### config.mk
export PLATFORM = sky130hd
export DESIGN_NAME = param_serial_div
export DESIGN_NICKNAME = d
export VERILOG_FILES = /design/src/rtl/param_serial_div_pkg.sv /design/src/rtl/param_serial_div_step.sv /design/src/rtl/param_serial_div.sv
export SDC_FILE = /design/constraint.sdc
export NUM_CORES = 1
export LEC_CHECK = 0
export BUFFER_PORTS_ARGS = -buffer_cell sky130_fd_sc_hd__buf_2
export CAP_MARGIN = 20
export CORE_ASPECT_RATIO = 1.5
export CORE_MARGIN = 1
export CORE_UTILIZATION = 39
export DETAILED_ROUTE_END_ITERATION = 12
export PLACE_DENSITY_LB_ADDON = 0.2
export SLEW_MARGIN = 10
export SYNTH_ARGS = -nofsm -noshare
export SYNTH_HDL_FRONTEND = slang
export SYNTH_SLANG_ARGS = --single-unit
### constraint.sdc
create_clock -name clk -period 4 [get_ports clk]
set_input_delay 0.8 -clock clk [delete_from_list [all_inputs] [get_ports clk]]
set_output_delay 0.8 -clock clk [all_outputs]
set_load 0.02 [all_outputs]
### src/rtl/param_serial_div_pkg.sv
// Shared definitions for the parametrised serial divider: FSM state
// encodings and the start/ready handshake constants.
package param_serial_div_pkg;

  typedef enum logic [2:0] {
    S_FREE = 3'd0,
    S_ZERO = 3'd1,
    S_ON   = 3'd2,
    S_FIX  = 3'd3,
    S_END  = 3'd4
  } div_state_e;

  localparam logic DivStart    = 1'b1;
  localparam logic DivStop     = 1'b0;
  localparam logic ResReady    = 1'b1;
  localparam logic ResNotReady = 1'b0;

endpackage

### src/rtl/param_serial_div_step.sv
// One restoring-division step: shift in a dividend bit, trial-subtract the
// divisor and keep the difference unless the subtraction borrowed.
module div_step #(
  parameter int unsigned WIDTH = 32
) (
  input  logic [WIDTH-1:0] rem_in,
  input  logic             dvd_bit,
  input  logic [WIDTH-1:0] divisor,
  output logic [WIDTH-1:0] rem_out,
  output logic             q_bit
);

  logic [WIDTH:0] shifted;
  logic [WIDTH:0] diff;

  // rem_in < divisor, so a non-borrowing difference always fits in WIDTH bits
  // and the MSB of the (WIDTH+1)-bit difference is exactly the borrow.
  always_comb begin
    shifted = {rem_in, dvd_bit};
    diff    = shifted - {1'b0, divisor};
    q_bit   = ~diff[WIDTH];
    rem_out = diff[WIDTH] ? shifted[WIDTH-1:0] : diff[WIDTH-1:0];
  end

endmodule

### src/rtl/param_serial_div.sv
// Multi-cycle signed/unsigned restoring divider resolving UNROLL quotient
// bits per cycle; result is {remainder, quotient}.
module param_serial_div
  import param_serial_div_pkg::*;
#(
  parameter int unsigned WIDTH  = 32,
  parameter int unsigned UNROLL = 1
) (
  input  logic               clk,
  input  logic               rst,
  input  logic               signed_div_i,
  input  logic [WIDTH-1:0]   opdata1_i,
  input  logic [WIDTH-1:0]   opdata2_i,
  input  logic               start_i,
  input  logic               annul_i,
  output logic [2*WIDTH-1:0] result_o,
  output logic               ready_o,
  output logic               div_zero_o,
  output logic               busy_o
);

  localparam int unsigned K  = WIDTH / UNROLL;
  localparam int unsigned CW = $clog2(K + 1);
  localparam logic [CW-1:0] LAST = CW'(K - 1);

  div_state_e       state;
  logic             signed_q;
  logic             sign1;
  logic             sign2;
  logic [WIDTH-1:0] op1_raw;
  logic [WIDTH-1:0] dvs;
  logic [WIDTH-1:0] rem;
  logic [WIDTH-1:0] quot;
  logic [CW-1:0]    cnt;

  logic [WIDTH-1:0] mag1;
  logic [WIDTH-1:0] mag2;
  logic [WIDTH-1:0] rem_c [UNROLL+1];
  logic [UNROLL-1:0] q_c;
  logic [WIDTH-1:0] quot_next;

  always_comb begin
    mag1 = (signed_div_i && opdata1_i[WIDTH-1]) ? -opdata1_i : opdata1_i;
    mag2 = (signed_div_i && opdata2_i[WIDTH-1]) ? -opdata2_i : opdata2_i;
  end

  // The quotient register doubles as the dividend shifter: step g consumes
  // bit WIDTH-1-g and the new quotient bits enter at the bottom, MSB first.
  assign rem_c[0] = rem;

  for (genvar g = 0; g < UNROLL; g++) begin : g_step
    div_step #(
      .WIDTH(WIDTH)
    ) u_step (
      .rem_in (rem_c[g]),
      .dvd_bit(quot[WIDTH-1-g]),
      .divisor(dvs),
      .rem_out(rem_c[g+1]),
      .q_bit  (q_c[g])
    );
  end

  always_comb begin
    quot_next = quot;
    for (int unsigned j = 0; j < UNROLL; j++) begin
      quot_next = {quot_next[WIDTH-2:0], q_c[j]};
    end
  end

  assign busy_o = (state != S_FREE);

  always_ff @(posedge clk) begin
    if (rst) begin
      state      <= S_FREE;
      ready_o    <= ResNotReady;
      div_zero_o <= 1'b0;
      result_o   <= '0;
    end else begin
      unique case (state)
        S_FREE: begin
          if (start_i == DivStart && !annul_i) begin
            signed_q <= signed_div_i;
            sign1    <= opdata1_i[WIDTH-1];
            sign2    <= opdata2_i[WIDTH-1];
            op1_raw  <= opdata1_i;
            dvs      <= mag2;
            quot     <= mag1;
            rem      <= '0;
            cnt      <= '0;
            state    <= (opdata2_i == '0) ? S_ZERO : S_ON;
          end
        end
        S_ZERO: begin
          if (annul_i) begin
            state <= S_FREE;
          end else begin
            quot  <= '1;
            rem   <= op1_raw;
            state <= S_END;
          end
        end
        S_ON: begin
          if (annul_i) begin
            state <= S_FREE;
          end else begin
            quot <= quot_next;
            rem  <= rem_c[UNROLL];
            cnt  <= cnt + 1'b1;
            if (cnt == LAST) state <= S_FIX;
          end
        end
        S_FIX: begin
          if (annul_i) begin
            state <= S_FREE;
          end else begin
            if (signed_q && (sign1 ^ sign2)) quot <= -quot;
            if (signed_q && sign1)           rem  <= -rem;
            state <= S_END;
          end
        end
        S_END: begin
          if (start_i == DivStop) begin
            state      <= S_FREE;
            ready_o    <= ResNotReady;
            div_zero_o <= 1'b0;
            result_o   <= '0;
          end else begin
            ready_o    <= ResReady;
            div_zero_o <= (dvs == '0);
            result_o   <= {rem, quot};
          end
        end
        default: state <= S_FREE;
      endcase
    end
  end

endmodule

# After elaboration in Yosys (flattened, before gate mapping)
# Cells that the tools add are included.
# op_classes
n_addsub,6
n_eq_ne,13
muxes,28
bitwise_logic,3
n_reduce_logical,18
# ops
cell,count
32-bit two-way mux,13
32-bit one-hot mux with 4 select lines,2
32-bit negation,4
32-bit zero test,2
64-bit two-way mux,1
33-bit by 32-bit subtractor with 33-bit output,1
3-bit two-way mux,5
2-bit inequality test (second input constant),7
7-bit AND reduction,2
6-bit two-way mux,2
3-bit one-hot mux with 4 select lines,1
6-bit one-hot mux with 2 select lines,1
6-bit by 1-bit adder with 6-bit output (second input constant),1
3-bit by 2-bit equality test with 1-bit output (second input constant),2
6-bit by 5-bit equality test with 1-bit output (second input constant),1
3-bit AND reduction,2
1-bit logical AND,5
4-bit AND reduction,1
4-bit nonzero test,1
3-bit by 1-bit equality test with 1-bit output (second input constant),1
3-bit equality test (second input constant),1
3-bit zero test,1
3-bit inequality test (second input constant),1
3-bit nonzero test,1
7 further kinds,9
# totals
ff_bits,206
input_bits,69
output_inout_bits,67
wordCells,80

# Depth between registers and ports, before layout
# depth
ltp_word,5
mapped_depth,13
mapped_depth_nobuf,12

# Cells and area by module
# A second synthesis with hierarchy kept.
# hier_totals
cells_unflattened,1366
hier_area_um2,12737.2
# by_module_without_submodules
module,n_inst,cells_per_inst,area_each_um2,seq_area_each_um2
param_serial_div,1,1055,10481.3,5465.2
div_step,1,311,2255.9,0.0

# Worst setup path after synthesis
# No wires, ideal clock.
# synth_path
kind,in2reg
startpoint,input start_i
endpoint,register dvs[0] (enable)
setup_time_ps,431
arrival_time_ps,3183
required_ps,3569
setup_slack_ps,386
path_stages,4
path_buffers,3
path_cell_list,clkbuf_1 > clkbuf_1 > clkbuf_1 > and3_1
# synth_via
elab_chain_len,2
# synth_rtl
item,line,source
from (decl),param_serial_div.sv:14,"input logic start_i,"
1-bit logical AND,param_serial_div.sv:81,if (start_i == DivStart && !annul_i) begin
3-bit AND reduction (no line),-,
to (signal assigned),param_serial_div.sv:86,dvs <= mag2;
to (decl),param_serial_div.sv:31,logic [WIDTH-1:0] dvs;
# No other way between the ends.
# A chain may end at the register's enable or synchronous reset.

# Final worst setup path
# layout_path
startpoint,register quot[31]
endpoint,"register rem[0], data pin"
# layout_via
elab_chain_len,4
# layout_rtl
item,line,source
from (decl),param_serial_div.sv:33,logic [WIDTH-1:0] quot;
from (signal assigned),param_serial_div.sv:87,quot <= mag1;
from (signal assigned),param_serial_div.sv:106,quot <= quot_next;
from (signal assigned),param_serial_div.sv:116,if (signed_q && (sign1 ^ sign2)) quot <= -quot;
33-bit by 32-bit subtractor with 33-bit output,param_serial_div_step.sv:20,"diff = shifted - {1'b0, divisor};"
32-bit two-way mux (*),param_serial_div_step.sv:22,rem_out = diff[WIDTH] ? shifted[WIDTH-1:0] : diff[WIDTH-1:0];
32-bit two-way mux (*),param_serial_div.sv:103,if (annul_i) begin
32-bit one-hot mux with 4 select lines (*),param_serial_div.sv:79,unique case (state)
to (signal assigned),param_serial_div.sv:98,rem <= op1_raw;
to (signal assigned),param_serial_div.sv:107,rem <= rem_c[UNROLL];
to (signal assigned),param_serial_div.sv:117,if (signed_q && sign1) rem <= -rem;
to (decl),param_serial_div.sv:32,logic [WIDTH-1:0] rem;
# Every way passes the cells marked *; elsewhere a longest branch is shown, timed or not. The select of a mux whose other input is x is not followed.

==> impl_metrics.yaml <==
place:
  hpwl_um: 27900
  dp_cells: 1831
  port_buffers: 135
  finalWeightedCongestion: 0.896
detailed_routing:
  first_pass_iters: 5
  met3WireLength_um: 1880
  routed_wl_um: 37900
  vias_per_cell: 5.68
  wl_met2_um: 19400
  met1_length_um: 15100
  drt_iter0_markers: 600
  drt.antenna.violating_nets: 0
  wire_per_inst_um: 20.2
  vias: 10700
  highest_layer: "met4"
  drc_errors: 0
power:
  switching_share: 0.256
  comb_power_share: 0.117
  leakage_nw: 5.32
  p_int_mw: 3.81
  p_switching_mw: 1.31
  total_power_mw: 5.12
  power_per_cell_area_nw_per_um2: 358
  power_frac_clock: 0.417
  peakVddDrop_uv: 248
  pwr-share-seq: 0.466
critical_path:
  rrSetupSlack_ns: 0.30
  max_stage_delay_ns: 0.41
  worstPathMaxFanout: 22
  critical-path-top-delay-family: "simple AND/OR/NAND/NOR gates"
  crit_required_ns: 4.35
  crit_arrival_ns: 4.05
  cp_num_buf_inv: 2
  worst_path_max_delay_cell: "edfxtp_1"
  cp-end-kind: "flip-flop"
  crit_type: "flip-flop to flip-flop"
  worstPathCellList: "inv_1 -> ha_1 -> fa_1 -> nand2b_1 -> a21oi_1 -> o21ai_0 -> o2111a_1 -> nor4b_1 -> nor3_1 -> nor2_4 -> buf_12 -> mux2_2 -> o22ai_1"
  critPathLaunchType: "flip-flop"
synth:
  synth_warnings: 0
  synth_cell_type_count: 67
  ys_ff_latch: 205
  syn-num-nets: 1443
  syn-cell-area_um2: 12400
  ys_seq_area_frac: 0.441
  synth_area_leader_cell: "edfxtp_1"
  yosysMostFrequentCell: "nand2_1"
  avgSynthCellArea_um2: 9.27
  synth_edf_count: 136
  synth_common_cells: "nand2_1, edfxtp_1, a21oi_1"
  async_flop_share: 0
  syn_inst: 1336
  synthFlopType: "edfxtp_1"
  ys_top_cells_by_area: "edfxtp_1, dfxtp_1, a21oi_1"
  synth_top_area_frac: 0.330
grt:
  grt_pass1_wl_um: 59300
  antenna_found_initial: 2
  grt_pass1_vias: 10500
  track_usage: 0.234
  grt_overflow: 0
  grt_max_degree: 69
finish:
  area_growth_syn_to_layout_pct: 15.6
  stdcell_count: 1877
  drive_gt1_frac: 0.158
  finalNetCount: 1559
  fillers: 3072
sta:
  tns_ns: 0
  maxSlewViolCount: 0
  fmax_mhz: 270
  max-slew-margin-rel: 0.273
  post-route-period-util: 0.925
  period_needed_ns: 3.70
  tightest_slew_ns: 1.09
  hold_viol_final: 0
  grt_setup_unrepaired: "no"
  holdWs_ns: 0.447
  fin_skew_ns: 0.0304
  setup_viol: 0
clocking:
  cts_tree: "yes"
  cts_setup_buffers: 0
  ctsResizeCount: 0
  cts_sinks: 205
  clk_path_buf_depth: 3
  cts-root-buf: "clkbuf_16"
  ctsHoldBuffers: 0
  htree_levels: 1
  clkSlewWorstSetupHoldPaths_ns: 0.06
  insertion_delay_ns: 0.54
  cts_buffers: 24
worst_hold_path:
  hp-class: "flip-flop to flip-flop"
floorplanning:
  start_util: 0.398
  core_um2: 31100
  die_h_um: 220
  die_w_um: 148
  die_area_um2: 32500
  num_rows: 79
  ios: 136
status:
  status: "completed"
job:
  maxCapViolCount: 0
metal layers:
metal | track usage | vias to the layer above
li1 | - | 5139
met1 | 0.277 | 5110
met2 | 0.425 | 331
met3 | 0.0258 | 75
met4 | 0.104 | 0
met5 | 0 | -
logic make-up after synthesis:
group	synth area share
AOI/OAI and AO/OA	0.160
xor gates and xnor gates	0.0955
adders and majority gates	0.0390
buffers and inverters	0.0398
muxes	0.0449
DFF	0.441
and+or+nand+nor	0.180
worst min-delay path: stages, from the launching register on:
cell     delay, ns
dfxtp_1       0.30
nand2_1       0.05
a21oi_1       0.05
power by group through the flow:
stage	Sequential (mW)	Combinational, mW	Clock, mW
after floorplan	2.41	0.398	0
after global placement	2.43	0.585	0
after detailed placement	2.43	0.587	0
after CTS	2.39	0.594	2.18
after global routing	2.39	0.654	2.25
final	2.39	0.598	2.14
cell usage in the layout (no fill, tap or decap), drive strengths merged, types with 35 or more instances in the layout:
master	instances
nand2	144
clkbuf	39
dfxtp	69
edfxtp	136
o22ai	35
xor2	60
mux2i	51
a21oi	133
o21ai	37
xnor2	75
ha	37
buf	170
inv	53
nor2	70
nand3	83
state kept, by name (all words and copies together) (netlist names):
name / count
rem: 32
cnt: 6
op1_raw: 31
ready_o: 1
sign1: 1
quot: 32
sign2: 1
signed_q: 1
state: 3
div_zero_o: 1
result_o: 64
dvs: 32
final cells by class:
cell class,instances,area (µm²),area share
inverters,50,188,0.0131
repair buffers,170,951,0.0664
multi-input cells,1001,6450,0.450
diodes,2,5.00,0.000349
clock buffers,39,728,0.0508
clock inverters,5,31.3,0.00218
well taps,405,507,0.0354
flip-flops and latches,205,5470,0.382
path summary, 6_finish.rpt:
path / from / endpoint / cells past startpoint
max: quot[31] / rem[0] / 13
min: result_o[36] / result_o[36] / 2
min reg2reg: result_o[36] / result_o[36] / 2
max reg2reg: quot[31] / rem[0] / 13
stage by stage:
stage	setup slack (ns)	cell area [µm²]	util
global route	0.00585	14300	0.460
floorplan	0.386	12400	-
detailed placement	0.301	13600	0.435
global placement	0.403	13600	0.435
CTS	0.278	14300	0.460
finish	0.301	14300	0.460
No activity file was read; power rests on OpenSTA's default activity.
